### src/rtl/multdiv_scoreboard_pkg.sv
// rtl/multdiv_scoreboard_pkg.sv - shared widths and slot record for the mul/div scoreboard
package multdiv_scoreboard_pkg;
  localparam int MD_DEPTH = 17;
  localparam int REG_W    = 5;
  localparam int CNT_W    = 5;

  typedef struct packed {
    logic             valid;
    logic             is_div;
    logic [REG_W-1:0] rd;
  } slot_t;
endpackage

### src/rtl/multdiv_scoreboard_md_slot.sv
// rtl/multdiv_scoreboard_md_slot.sv - one pipeline slot with its RAW comparator
module md_slot
  import multdiv_scoreboard_pkg::*;
(
  input  logic             clock,
  input  logic             reset,
  input  logic             shift_en,
  input  slot_t            slot_in,
  input  logic [REG_W-1:0] rs1_x,
  input  logic [REG_W-1:0] rs2_x,
  output slot_t            slot_out,
  output logic             bp_req
);

  slot_t slot_q;
  slot_t slot_d;

  always_comb begin
    slot_d = slot_q;
    if (shift_en) begin
      slot_d = slot_in;
    end
  end

  always_ff @(posedge clock) begin
    if (reset) begin
      slot_q <= '0;
    end else begin
      slot_q <= slot_d;
    end
  end

  // x0 is hardwired, so a write to it never creates a dependency
  assign bp_req = slot_q.valid & (slot_q.rd != '0) &
                  ((slot_q.rd == rs1_x) | (slot_q.rd == rs2_x));
  assign slot_out = slot_q;

endmodule

### src/rtl/multdiv_scoreboard.sv
// rtl/multdiv_scoreboard.sv - fixed-latency mul/div occupancy and RAW scoreboard
module multdiv_scoreboard
  import multdiv_scoreboard_pkg::*;
#(
  parameter int MD_DEPTH = multdiv_scoreboard_pkg::MD_DEPTH,
  parameter int REG_W    = multdiv_scoreboard_pkg::REG_W
) (
  input  logic                clock,
  input  logic                reset,
  input  logic                issue_valid,
  input  logic                issue_is_div,
  input  logic [REG_W-1:0]    issue_rd,
  output logic                issue_ready,
  input  logic [REG_W-1:0]    rs1_x,
  input  logic [REG_W-1:0]    rs2_x,
  input  logic                wb_ready,
  output logic [MD_DEPTH-1:0] busy_stage,
  output logic [MD_DEPTH-1:0] bp_reqX,
  output logic [MD_DEPTH-1:0] exc_piped,
  output logic                wb_valid,
  output logic [REG_W-1:0]    wb_rd,
  output logic                wb_is_div,
  output logic [CNT_W-1:0]    inflight
);

  slot_t            slot_q [MD_DEPTH];
  slot_t            p0_in;
  logic             hold;
  logic             accept;
  logic             retire;
  logic [CNT_W-1:0] inflight_q;
  logic [CNT_W-1:0] inflight_d;

  // A stalled P16 freezes the whole pipe so the fixed latency is preserved
  assign hold        = slot_q[MD_DEPTH-1].valid & ~wb_ready;
  assign issue_ready = ~hold;
  assign accept      = issue_valid & issue_ready;
  assign retire      = slot_q[MD_DEPTH-1].valid & wb_ready;

  always_comb begin
    p0_in = '0;
    if (accept) begin
      p0_in.valid  = 1'b1;
      p0_in.is_div = issue_is_div;
      p0_in.rd     = issue_rd;
    end
  end

  for (genvar i = 0; i < MD_DEPTH; i++) begin : g_slot
    slot_t slot_src;
    if (i == 0) begin : g_head
      assign slot_src = p0_in;
    end else begin : g_body
      assign slot_src = slot_q[i-1];
    end

    md_slot u_slot (
      .clock    (clock),
      .reset    (reset),
      .shift_en (~hold),
      .slot_in  (slot_src),
      .rs1_x    (rs1_x),
      .rs2_x    (rs2_x),
      .slot_out (slot_q[i]),
      .bp_req   (bp_reqX[i])
    );

    assign busy_stage[i] = slot_q[i].valid;
    assign exc_piped[i]  = slot_q[i].valid & slot_q[i].is_div;
  end

  always_comb begin
    inflight_d = inflight_q;
    case ({accept, retire})
      2'b10:   inflight_d = inflight_q + CNT_W'(1);
      2'b01:   inflight_d = inflight_q - CNT_W'(1);
      default: inflight_d = inflight_q;
    endcase
  end

  always_ff @(posedge clock) begin
    if (reset) begin
      inflight_q <= '0;
    end else begin
      inflight_q <= inflight_d;
    end
  end

  assign inflight  = inflight_q;
  assign wb_valid  = slot_q[MD_DEPTH-1].valid;
  assign wb_rd     = slot_q[MD_DEPTH-1].rd;
  assign wb_is_div = slot_q[MD_DEPTH-1].is_div;

endmodule

### config.mk
export PLATFORM = sky130hd
export DESIGN_NAME = multdiv_scoreboard
export DESIGN_NICKNAME = d
export VERILOG_FILES = /design/src/rtl/multdiv_scoreboard_pkg.sv /design/src/rtl/multdiv_scoreboard_md_slot.sv /design/src/rtl/multdiv_scoreboard.sv
export SDC_FILE = /design/constraint.sdc
export NUM_CORES = 1
export LEC_CHECK = 0
export ABC_AREA = 1
export CORE_ASPECT_RATIO = 0.75
export CORE_MARGIN = 2
export CORE_UTILIZATION = 35
export CTS_BUF_LIST = sky130_fd_sc_hd__clkbuf_2 sky130_fd_sc_hd__clkbuf_4 sky130_fd_sc_hd__clkbuf_8
export CTS_CLUSTER_SIZE = 16
export DETAILED_ROUTE_END_ITERATION = 6
export SLEW_MARGIN = 20
export SYNTH_ARGS = -nofsm -noshare
export SYNTH_HDL_FRONTEND = slang
export SYNTH_SLANG_ARGS = --single-unit
### constraint.sdc
create_clock -name clock -period 2.5 [get_ports clock]
set_input_delay 0.5 -clock clock [delete_from_list [all_inputs] [get_ports clock]]
set_output_delay 0.5 -clock clock [all_outputs]
set_load 0.05 [all_outputs]
==> results.json <==
{
  "required_ns": 2.00,
  "htree_num_levels": 4,
  "maxSlewViolCount": 0,
  "yosys.area_share.adder": 0.00681,
  "tightest_slew_ns": 0.521,
  "cts_hold_buf": 0,
  "dieHeight_um": 129,
  "grt_max_degree": 92,
  "crit_type": "in2out",
  "synth-edff-count": 0,
  "io_buffers": 83,
  "min_period_over_period": 0.990,
  "timing.critical_path.arrival_ns": 1.97,
  "first_pass_iters": 7,
  "synth_compound_area_frac": 0.155,
  "switchingPower_mw": 1.32,
  "antenna_cells": 0,
  "timing.slew.headroom": 0.652,
  "synthTopCellsByArea": "dfxtp_1 34%, xor2_1 10%, nor2_1 10%",
  "synth_xor_area_frac": 0.145,
  "dpl_worst_slack_ns": -0.106,
  "track_usage": 0.203,
  "clkPwrFrac": 0.433,
  "synth_area_per_cell_um2": 6.97,
  "cts-root-buf": "clkbuf_8",
  "syn-instance-count": 1054,
  "max_freq_ghz": 0.404,
  "clockBufferDepth": 2,
  "synth_top_family_by_area": "simple AND/OR/NAND/NOR gates",
  "vias_per_cell": 4.95,
  "cts_buffers": 17,
  "dp_hpwl_mm": 14.1,
  "min_from": "g_slot[0].u_slot.slot_out[5]",
  "fin_ws_ns": 0.0257,
  "syn_area_um2": 7340,
  "skew_ns": 0.0120,
  "gp_congestion": 0.856,
  "nets": 1149,
  "synthArstFlopShare": 0,
  "synthTopCellsByCount": "201 x nor2_1, 129 x nand2_1, 124 x dfxtp_1",
  "p_comb_frac": 0.127,
  "cts_tree": "built",
  "p_leak_nw": 4.04,
  "irDropWorstVdd_mv": 0.292,
  "synth_mux_area_frac": 0,
  "route.detailed.drc": 0,
  "ys_seq_elements": 124,
  "grt_remaining_overflow": 0,
  "dr_wl_met2_mm": 9.94,
  "start_util": 0.360,
  "status": "completed",
  "syn2layout_area_growth_pct": 27.1,
  "ys_seq_area_frac": 0.338,
  "crit_chain": "dlygate4sd2_1 > clkinv_2 > bufbuf_16 > nand2_1 > a21oi_1 > nand3_1 > a21oi_2 > buf_4 > buf_12",
  "hold_class": "reg2reg",
  "drt-initial-drc-count": 572,
  "grt_pass1_vias": 6357,
  "reg2reg_from": "g_slot[16].u_slot.slot_out[6]",
  "synth_top_area_frac": 0.338,
  "insertion_delay_ns": 0.46,
  "grt_pass1_wl_mm": 34.9,
  "fp-row-count": 45,
  "power.internal_mw": 3.28,
  "startpoint": "rs1_x[1]",
  "maxCapViolCount": 0,
  "drive_gt1_frac": 0.123,
  "holdWs_ns": 0.492,
  "wl_per_cell_um": 16.1,
  "syn_nets": 1078,
  "die_w_um": 171,
  "synthFlopType": "dfxtp_1",
  "hold_viol": 0,
  "fin_crit_ns": 2.47,
  "antenna_found_initial": 0,
  "highest_layer": "met4",
  "worst_path_max_delay_cell": "bufbuf_16",
  "synthSimpleGateAreaFrac": 0.225,
  "cp-end-kind": "primary output",
  "core_um2": 20400,
  "num_io_pins": 84,
  "worstPathMaxFanout": 8,
  "design.die.area_um2": 22200,
  "wirelength_mm": 22.9,
  "start_kind": "primary input",
  "wl_met3_mm": 1.78,
  "seqPwrFrac": 0.440,
  "clkSlewWorstSetupHoldPaths_ns": 0.08,
  "num_vias": 7031,
  "yosys_warnings": 0,
  "clock-sinks": 124,
  "synth_top_area_cell": "dfxtp_1",
  "power.density_nw_per_um2": 493,
  "m1WireLength_mm": 10.9,
  "netSwitchingFraction": 0.288,
  "yosysUniqueCellTypes": 24,
  "critical-path-max-stage-delay_ns": 0.29,
  "synth_most_common_cell": "nor2_1",
  "ant_nets": 0,
  "setup_viol": 0
}
-- through the flow --
stage                     instances  utilization  power, mW  instance area [µm²]  setup TNS, ns
final                          1420        0.458       4.61                 9340              0
after global routing           1420        0.458       4.78                 9340         -0.114
after CTS                      1407        0.448       4.59                 9130              0
after detailed placement       1371        0.419       2.58                 8550         -0.593
after global placement         1371        0.419       2.58                 8550         -0.544
after floorplan                1054            -       2.40                 7340              0
-- per-layer routing --
metal / up-vias / global-route usage
met5: - / 0
met3: 17 / 0.0473
met4: 0 / 0.0449
met1: 3277 / 0.287
met2: 244 / 0.315
li1: 3493 / -
-- worst max-delay path, delay by kind of cell --
family	cells	cell delay, ns
simple gates	2	0.18
buf+inv	5	0.92
compound gates	2	0.36
-- registers in the layout (all words and copies together) (netlist names) --
| signal | cells |
|---|---|
| inflight | 5 |
| g_slot.u_slot.slot_out | 119 |
-- final cells by class --
type / instances / area [µm²]
repair buffers: 148 / 1810
fillers: 2070 / 11000
well taps: 282 / 353
multi-input cells: 761 / 3980
inverters: 73 / 282
flip-flops and latches: 124 / 2480
clock buffers: 17 / 234
clock inverters: 15 / 201
-- power by group through the flow --
| stage | logic (mW) | registers [mW] | clock network [mW] |
|---|---|---|---|
| 6_report | 0.586 | 2.02 | 2.00 |
| 5_1_grt | 0.635 | 2.03 | 2.12 |
| 4_1_cts | 0.543 | 2.02 | 2.03 |
| 3_5_place_dp | 0.508 | 2.07 | 0 |
| 3_3_place_gp | 0.505 | 2.07 | 0 |
| 2_1_floorplan | 0.316 | 2.09 | 0 |
-- cell usage in the layout (no fill, tap or decap), drive strengths merged, types with 6 or more instances in the layout --
cell type and n:
nor2 201, nand2 129, dfxtp 124, o21ai 120, a21oi 104, xor2 88, inv 78, buf 76
clkdlybuf4s50 53, nand3 50, xnor2 34, clkbuf 22, nor3 17, nor4 11, dlygate4sd2 6, clkinv 6
-- cell families (layout without fill, tap and decap cells) --
kind of cell | count (synthesis) | after routing
AND/OR/NAND/NOR | 410 | 410
flip-flops | 124 | 124
AO/OA/AOI/OAI | 225 | 225
adder cells (fa/ha/maj) | 4 | 4
XOR/XNOR | 122 | 122
buffers and inverters | 169 | 253
-- path summary, 6_finish.rpt --
check,end,slack (ns),depth (start not counted)
worst max-delay path,bp_reqX[9],0.03,9
worst max register to register,inflight[2],0.38,13
worst min-delay path,g_slot[0].u_slot.slot_out[5],0.49,2
worst min register to register,g_slot[0].u_slot.slot_out[5],0.49,2
-- timing repair --
item                       4_1_cts  5_1_grt
buffers inserted                 0       10
setup endpoints to repair       16       17
gates cloned                     4        3
gates resized for setup         17       20
pin swaps                        0        3
(Power assumes the default switching activity.)
